$ cat src/rtl/sar_cmp_search.sv
// Successive-approximation search that drives a magnitude comparator's B operand until it matches A.
// Latency: probes*SETTLE cycles from accepted start to done; start is ignored while a search is running.
module sar_cmp_search #(
   parameter int WIDTH  = 4,
   parameter int SETTLE = 1
) (
   input  logic             clk,
   input  logic             rst,
   input  logic             start,
   input  logic             a_less_b,
   input  logic             a_equal_b,
   input  logic             a_greater_b,
   output logic [WIDTH-1:0] cmp_b,
   output logic             busy,
   output logic             done,
   output logic [WIDTH-1:0] result,
   output logic [WIDTH:0]   probes,
   output logic             err
);

   localparam int CW = (SETTLE > 1) ? $clog2(SETTLE) : 1;
   localparam logic [CW-1:0] SETTLE_LOAD = CW'(SETTLE - 1);

   typedef enum logic [1:0] {IDLE, WAIT, FINISH} state_t;

   state_t           state, state_nxt;
   logic [WIDTH-1:0] lo, lo_nxt, hi, hi_nxt;
   logic [WIDTH-1:0] cmp_b_nxt, result_nxt;
   logic [WIDTH:0]   probes_nxt;
   logic             err_nxt;
   logic [CW-1:0]    settle_cnt, settle_cnt_nxt;

   // Sum taken one bit wider so lo+hi cannot overflow at the top of the range.
   function automatic logic [WIDTH-1:0] mid_of(input logic [WIDTH-1:0] l, input logic [WIDTH-1:0] h);
      logic [WIDTH:0] sum;
      sum = {1'b0, l} + {1'b0, h};
      return sum[WIDTH:1];
   endfunction

   always_ff @(posedge clk or posedge rst) begin
      if (rst) begin
         state      <= IDLE;
         lo         <= '0;
         hi         <= '0;
         cmp_b      <= '0;
         result     <= '0;
         probes     <= '0;
         err        <= 1'b0;
         settle_cnt <= '0;
      end else begin
         state      <= state_nxt;
         lo         <= lo_nxt;
         hi         <= hi_nxt;
         cmp_b      <= cmp_b_nxt;
         result     <= result_nxt;
         probes     <= probes_nxt;
         err        <= err_nxt;
         settle_cnt <= settle_cnt_nxt;
      end
   end

   always_comb begin
      state_nxt      = state;
      lo_nxt         = lo;
      hi_nxt         = hi;
      cmp_b_nxt      = cmp_b;
      result_nxt     = result;
      probes_nxt     = probes;
      err_nxt        = err;
      settle_cnt_nxt = settle_cnt;
      case (state)
         IDLE: begin
            if (start) begin
               lo_nxt         = '0;
               hi_nxt         = '1;
               probes_nxt     = '0;
               err_nxt        = 1'b0;
               cmp_b_nxt      = mid_of('0, '1);
               settle_cnt_nxt = SETTLE_LOAD;
               state_nxt      = WAIT;
            end
         end
         WAIT: begin
            if (settle_cnt != '0) begin
               settle_cnt_nxt = settle_cnt - CW'(1);
            end else begin
               probes_nxt = probes + (WIDTH+1)'(1);
               if (!({a_less_b, a_equal_b, a_greater_b} inside {3'b100, 3'b010, 3'b001})) begin
                  err_nxt    = 1'b1;
                  result_nxt = cmp_b;
                  state_nxt  = FINISH;
               end else if (a_equal_b) begin
                  result_nxt = cmp_b;
                  state_nxt  = FINISH;
               end else if (a_less_b) begin
                  // Nothing left below the probe: the comparator contradicted itself.
                  if (cmp_b == lo) begin
                     err_nxt   = 1'b1;
                     state_nxt = FINISH;
                  end else begin
                     hi_nxt         = cmp_b - WIDTH'(1);
                     cmp_b_nxt      = mid_of(lo, cmp_b - WIDTH'(1));
                     settle_cnt_nxt = SETTLE_LOAD;
                  end
               end else begin
                  if (cmp_b == hi) begin
                     err_nxt   = 1'b1;
                     state_nxt = FINISH;
                  end else begin
                     lo_nxt         = cmp_b + WIDTH'(1);
                     cmp_b_nxt      = mid_of(cmp_b + WIDTH'(1), hi);
                     settle_cnt_nxt = SETTLE_LOAD;
                  end
               end
            end
         end
         FINISH:  state_nxt = IDLE;
         default: state_nxt = IDLE;
      endcase
   end

   assign busy = (state == WAIT);
   assign done = (state == FINISH);

endmodule

$ cat config.mk
export PLATFORM = sky130hd
export DESIGN_NAME = sar_cmp_search
export DESIGN_NICKNAME = d
export VERILOG_FILES = /design/src/rtl/sar_cmp_search.sv
export SDC_FILE = /design/constraint.sdc
export NUM_CORES = 1
export LEC_CHECK = 0
export CAP_MARGIN = 20
export CORE_UTILIZATION = 58
export DETAILED_ROUTE_END_ITERATION = 10
export PLACE_DENSITY = 0.86
export SYNTH_ARGS = -nofsm -noshare
export SYNTH_HDL_FRONTEND = slang
export SYNTH_SLANG_ARGS = --single-unit
$ cat constraint.sdc
create_clock -name clk -period 6.31 [get_ports clk]
set_input_delay 0.631 -clock clk [delete_from_list [all_inputs] [get_ports clk]]
set_output_delay 0.631 -clock clk [all_outputs]
set_load 0.02 [all_outputs]
==> results.json, run 1 <==
{
  "gp_congestion": 0.9479,
  "m1WireLength_um": 1579,
  "grt_max_degree": 25,
  "synth_edf_count": 0,
  "port_buffers": 21,
  "grt_pass1_wl_um": 5927,
  "postCtsHoldBufs": 0,
  "hold_path.class": "flip-flop to flip-flop",
  "syn_area_per_cell_um2": 9.840,
  "ant_nets": 0,
  "slew_headroom": 0.3947,
  "htreeDepth": 1,
  "ys_ff_latch": 24,
  "finalNetCount": 196,
  "dp_hpwl_um": 2825,
  "status": "completed",
  "grt_usage": 0.2919,
  "dr_total_vias": 1276,
  "cp_max_fo": 9,
  "fin_worst_skew_ps": 6.831,
  "multi_input_area_um2": 852.1,
  "cts-resized-gates": 0,
  "finalSetupViolations": 0,
  "worstSkewPairLatency_ps": 320,
  "tightest_slew_ps": 907.0,
  "drive_above_1_share": 0.07386,
  "hold_viol_final": 0,
  "post-route-min-period_ps": 2626,
  "cts_root_buf": "clkbuf_4",
  "power_mw": 0.9087,
  "clkSinkCount": 24,
  "grt_pass1_vias": 1269,
  "clock.fmax_mhz": 380.8,
  "slew_violations": 0,
  "dr.first_iter.drc_count": 41,
  "clock_tree.buffer_depth": 2,
  "dr.pass1.iters": 4,
  "cp.required_ps": 5680,
  "setup_tns_ps": 0,
  "synthFlopType": "dfrtp_1",
  "dp_worst_setup_slack_ps": 3675,
  "async_reset_ff_frac": 1.000,
  "viasPerCell": 6.194,
  "critPathCaptureType": "output pin",
  "cts_tree": "built",
  "ff2ff_path_depth": 8,
  "die_h_um": 53.28,
  "finish.utilization": 0.7273,
  "remaining_drc_errors": 0,
  "maxCapViolCount": 0,
  "wl_met3_um": 308,
  "ys_warn_count": 0,
  "routed-wl-met2_um": 1663,
  "antenna_found_initial": 0,
  "routedWlPerCell_um": 17.68,
  "synthCells": 155,
  "core_um2": 2477,
  "ioPinCount": 22,
  "initial_utilization": 0.6157,
  "drt-total-wl_um": 3642,
  "leakage_nw": 0.8176,
  "period_share": 0.4162,
  "area_growth_pct": 18.13,
  "synth.distinct_cells": 36,
  "syn_nets": 174,
  "startpoint_type": "flip-flop",
  "regArea_um2": 600.6,
  "placementRows": 18,
  "cp.arrival_ps": 2000,
  "ir_drop_mv": 0.3647,
  "worst_slack_ps": 3684,
  "clkTransAtPathRegs_ps": 140,
  "grt-ovfl-total": 0,
  "yosysSeqAreaShare": 0.3938,
  "syn-cell-area_um2": 1525,
  "post-cts-setup-buffer-count": 0,
  "n_fill_cell": 188,
  "antenna_cells": 0,
  "rsz0062_at_grt": "no",
  "die_area_um2": 2839,
  "numCtsBuffers": 3,
  "worstSetupPathType": "flip-flop to output pin",
  "die_width_um": 53.28,
  "power_density_nw_per_um2": 504.3,
  "hold_depth": 1,
  "top_layer": "met4"
}
-- cells by family (layout without fill, tap and decap cells) --
kind of cell | Yosys count | in the layout | share of synthesized area
mux | 6 | 6 | 0.04184
compound gates | 35 | 35 | 0.1690
simple gates | 47 | 47 | 0.1567
xor+xnor | 13 | 13 | 0.07465
buf+inv | 17 | 38 | 0.04757
flops | 24 | 24 | 0.3938
fa+ha+maj | 13 | 13 | 0.1165
-- synthesized netlist by cell type, types with 5 or more instances --
library cell / instances / share of area
inv_1: 11 / 0.027
nor3_1: 5 / 0.016
ha_1: 11 / 0.090
nor2_1: 5 / 0.012
xnor2_1: 12 / 0.069
a21oi_1: 7 / 0.023
nand3_1: 7 / 0.023
nand2_1: 15 / 0.037
a2bb2oi_1: 5 / 0.029
nor2b_1: 5 / 0.021
o21ai_0: 6 / 0.020
dfrtp_1: 24 / 0.39
-- registers in the layout, indices dropped and copies added, names as in the netlist --
| register | cells |
|---|---|
| cmp_b | 4 |
| state | 2 |
| err | 1 |
| result | 4 |
| hi | 4 |
| probes | 5 |
| lo | 4 |
-- layout make-up --
cell class | count | area share
clock buffer | 3 | 0.01250
clock inverter | 1 | 0.01667
inverter | 13 | 0.02708
multi-input combinational | 114 | 0.4729
sequential | 24 | 0.3333
tap | 30 | 0.02083
timing repair buffer | 21 | 0.1167
-- final timing paths --
path                           start         to  slack (ps)
min in group asynchronous        rst  result[1]         790
max in group asynchronous        rst      hi[0]        4970
max reg2reg                 cmp_b[0]   cmp_b[1]        3750
max                         state[0]       busy        3680
min                        probes[4]  probes[4]         510
min reg2reg                probes[4]  probes[4]         510
-- stage by stage --
| stage | cell area (um^2) | cells | hold slack, ps |
|---|---|---|---|
| floorplan | 1525 | 155 | 473.0 |
| global placement | 1749 | 202 | 450.2 |
| detailed placement | 1749 | 202 | 488.6 |
| CTS | 1802 | 206 | 511.0 |
| global route | 1802 | 206 | 538.1 |
| finish | 1802 | 206 | 505.8 |
-- routing by layer --
layer | global-route usage | up-vias
met1 | 0.3750 | 610
met3 | 0.07471 | 14
met5 | 0 | -
li1 | - | 587
met4 | 0.1228 | 0
met2 | 0.4583 | 65
-- where the power goes --
group          internal, mW  switching, mW  leakage, nW
Combinational         0.238          0.292        0.505
Sequential            0.202         0.0633        0.284
Clock                0.0642         0.0481       0.0279
Total                 0.505          0.404        0.818
-- critical path, stage by stage, from the launching register on --
cell and delay [ps]:
dfrtp_1 500, nand2b_1 290, inv_2 250, clkdlybuf4s50_1 630
-- cells in the final DEF, fill, tap and decap left out, types with 2 or more instances in the layout --
cell type,count
nand2_1,15
clkdlybuf4s50_1,21
dfrtp_1,24
nor2_1,5
a2bb2oi_1,5
nor2b_1,5
o21bai_1,2
ha_1,11
nand4_1,4
a21o_1,4
mux2i_1,3
clkbuf_4,3
nand2b_1,3
a22o_1,3
inv_1,11
mux2_2,3
xnor2_1,12
fa_1,2
inv_2,2
a21oi_1,7
nand3_1,7
nor3_1,5
o21ai_0,6
(Power assumes the default switching activity.)
==> run 2: changes to the inputs <==
--- a/config.mk
+++ b/config.mk
@@ -6,9 +6,9 @@
 export NUM_CORES = 1
 export LEC_CHECK = 0
 export CAP_MARGIN = 20
-export CORE_UTILIZATION = 58
+export CORE_UTILIZATION = 48
 export DETAILED_ROUTE_END_ITERATION = 10
-export PLACE_DENSITY = 0.86
+export PLACE_DENSITY = 0.77
 export SYNTH_ARGS = -nofsm -noshare
 export SYNTH_HDL_FRONTEND = slang
 export SYNTH_SLANG_ARGS = --single-unit
==> constraint.sdc (replaced) <==
create_clock -name clk -period 2.2 [get_ports clk]
set_input_delay 0.22 -clock clk [delete_from_list [all_inputs] [get_ports clk]]
set_output_delay 0.22 -clock clk [all_outputs]
set_load 0.02 [all_outputs]
==> run 2 against run 1 <==
Clock power rose to 3.0 times the previous value. Critical path type is now flip-flop to flip-flop. Global-route usage fell by 4.2 points. Highest routed layer unchanged. Sequential share of layout area fell by 2.1 points. Final cell count rose by 11%. Die area rose by 20%. Sequential power rose to 2.8 times the previous value.
==> results.json, run 2 (synthesis gave the netlist of run 1 again) <==
{
  "ant_nets": 0,
  "cp.arrival_ps": 2380,
  "gp_congestion": 0.9602,
  "slew_violations": 0,
  "setup_tns_ps": 0,
  "die_area_um2": 3407,
  "largest_register": "probes",
  "die_h_um": 58.37,
  "die_width_um": 58.37,
  "core_um2": 3028,
  "drt-total-wl_um": 4011,
  "antenna_cells": 0,
  "grt_pass1_wl_um": 6258,
  "hold_viol_final": 0,
  "cp.required_ps": 2410,
  "layout_common_cells": "24 x dfrtp_1, 20 x clkdlybuf4s50_1, 15 x nand2_1",
  "ir_drop_mv": 0.7590,
  "grt-ovfl-total": 0,
  "routedWlPerCell_um": 17.59,
  "worstSkewPairLatency_ps": 340,
  "clock.fmax_mhz": 462.0,
  "fin_worst_skew_ps": 11.43,
  "cp_max_fo": 4,
  "antenna_found_initial": 0,
  "dr.pass1.iters": 4,
  "placementRows": 20,
  "post-route-min-period_ps": 2164,
  "htreeDepth": 1,
  "cts_tree": "built",
  "grt_pass1_vias": 1326,
  "cts_root_buf": "clkbuf_4",
  "final_common_cell": "dfrtp_1",
  "grt_max_degree": 25,
  "rsz0062_at_grt": "yes",
  "clkSinkCount": 24,
  "period_share": 0.9838,
  "status": "completed",
  "numCtsBuffers": 3,
  "slew_headroom": 0.6265,
  "maxCapViolCount": 0,
  "critPathCaptureType": "flip-flop",
  "leakage_nw": 0.8667,
  "finalSetupViolations": 0,
  "hold_path.class": "primary input to asynchronous set/reset pin",
  "port_buffers": 21,
  "grt_usage": 0.2495,
  "viasPerCell": 5.724,
  "largest_register_ffs": 5,
  "tightest_slew_ps": 555.9,
  "drive_above_1_share": 0.1576,
  "postCtsHoldBufs": 0,
  "remaining_drc_errors": 0,
  "finalNetCount": 204,
  "dr_total_vias": 1305,
  "fin_hold_ws_ps": 214.2,
  "clock_tree.buffer_depth": 2,
  "startpoint_type": "flip-flop",
  "clkTransAtPathRegs_ps": 150,
  "dp_hpwl_um": 2862,
  "initial_utilization": 0.5037,
  "dr.first_iter.drc_count": 44,
  "area_growth_pct": 25.92,
  "worstSetupPathType": "flip-flop to flip-flop",
  "power_density_nw_per_um2": 1449,
  "ioPinCount": 22
}
-- run 2: where the power goes --
group,switching (mW),internal [mW],total (mW)
Sequential,0.157,0.581,0.737
Combinational,0.931,0.780,1.71
Clock,0.150,0.184,0.334
Total,1.24,1.54,2.78
-- run 2: final cells by class --
type	count	area, um^2
clock inverters	1	30.03
flip-flops and latches	24	600.6
repair buffers	29	272.8
inverters	13	48.80
clock buffers	3	22.52
fillers	244	1107
well taps	44	55.05
multi-input cells	114	890.9
-- run 2: critical path, cell delays in order (launching register included) --
cell and delay [ps]:
dfrtp_1 450, inv_2 80, ha_4 160, xnor2_1 220, inv_1 80, ha_1 330
nor2b_1 150, o21ai_0 220, nand3b_1 140, o311ai_2 100, o21ai_1 100
-- run 2: what timing repair did --
| action | in CTS | in global routing |
|---|---|---|
| resized for setup | 2 | 9 |
| setup buffers | 1 | 1 |
| pin swaps | 0 | 1 |
| setup endpoints to repair | 3 | 4 |
-- run 2: worst paths after layout --
path                          start         to  slack [ps]  cells past startpoint
setup / recovery           cmp_b[0]   cmp_b[3]          40                     10
hold / removal                  rst      hi[1]         210                      3
setup reg to reg           cmp_b[0]   cmp_b[3]          40                     10
hold reg to reg                 err        err         490                      2
max in group asynchronous       rst  probes[0]        1740                      3
min in group clk                err        err         490                      2
-- run 2: per-layer routing --
layer  vias to the layer above  wire (um)  GRT usage
met5                         -          0          0
met4                         0         90     0.1156
met3                        12        210    0.03297
met2                        47       2010     0.4220
met1                       636       1700     0.3186
li1                        610          -          -
-- run 2: through the flow --
step	power (mW)	cells	util	instance area, um^2	setup slack [ps]
after floorplan	1.779	155	-	1525	0.8169
after global placement	2.223	222	0.5983	1812	58.94
after detailed placement	2.298	222	0.5983	1812	-13.26
after CTS	2.672	227	0.6215	1882	4.787
after global routing	2.962	228	0.6343	1921	-72.87
final	2.783	228	0.6343	1921	35.71
==> run 3: changes to the inputs <==
--- a/config.mk
+++ b/config.mk
@@ -7,6 +7,7 @@
 export LEC_CHECK = 0
 export CAP_MARGIN = 20
 export CORE_UTILIZATION = 48
+export CTS_CLUSTER_SIZE = 25
 export DETAILED_ROUTE_END_ITERATION = 10
 export PLACE_DENSITY = 0.77
 export SYNTH_ARGS = -nofsm -noshare
==> results of run 3 <==
No change in the layout: final DEF, timing and power equal those of run 2.
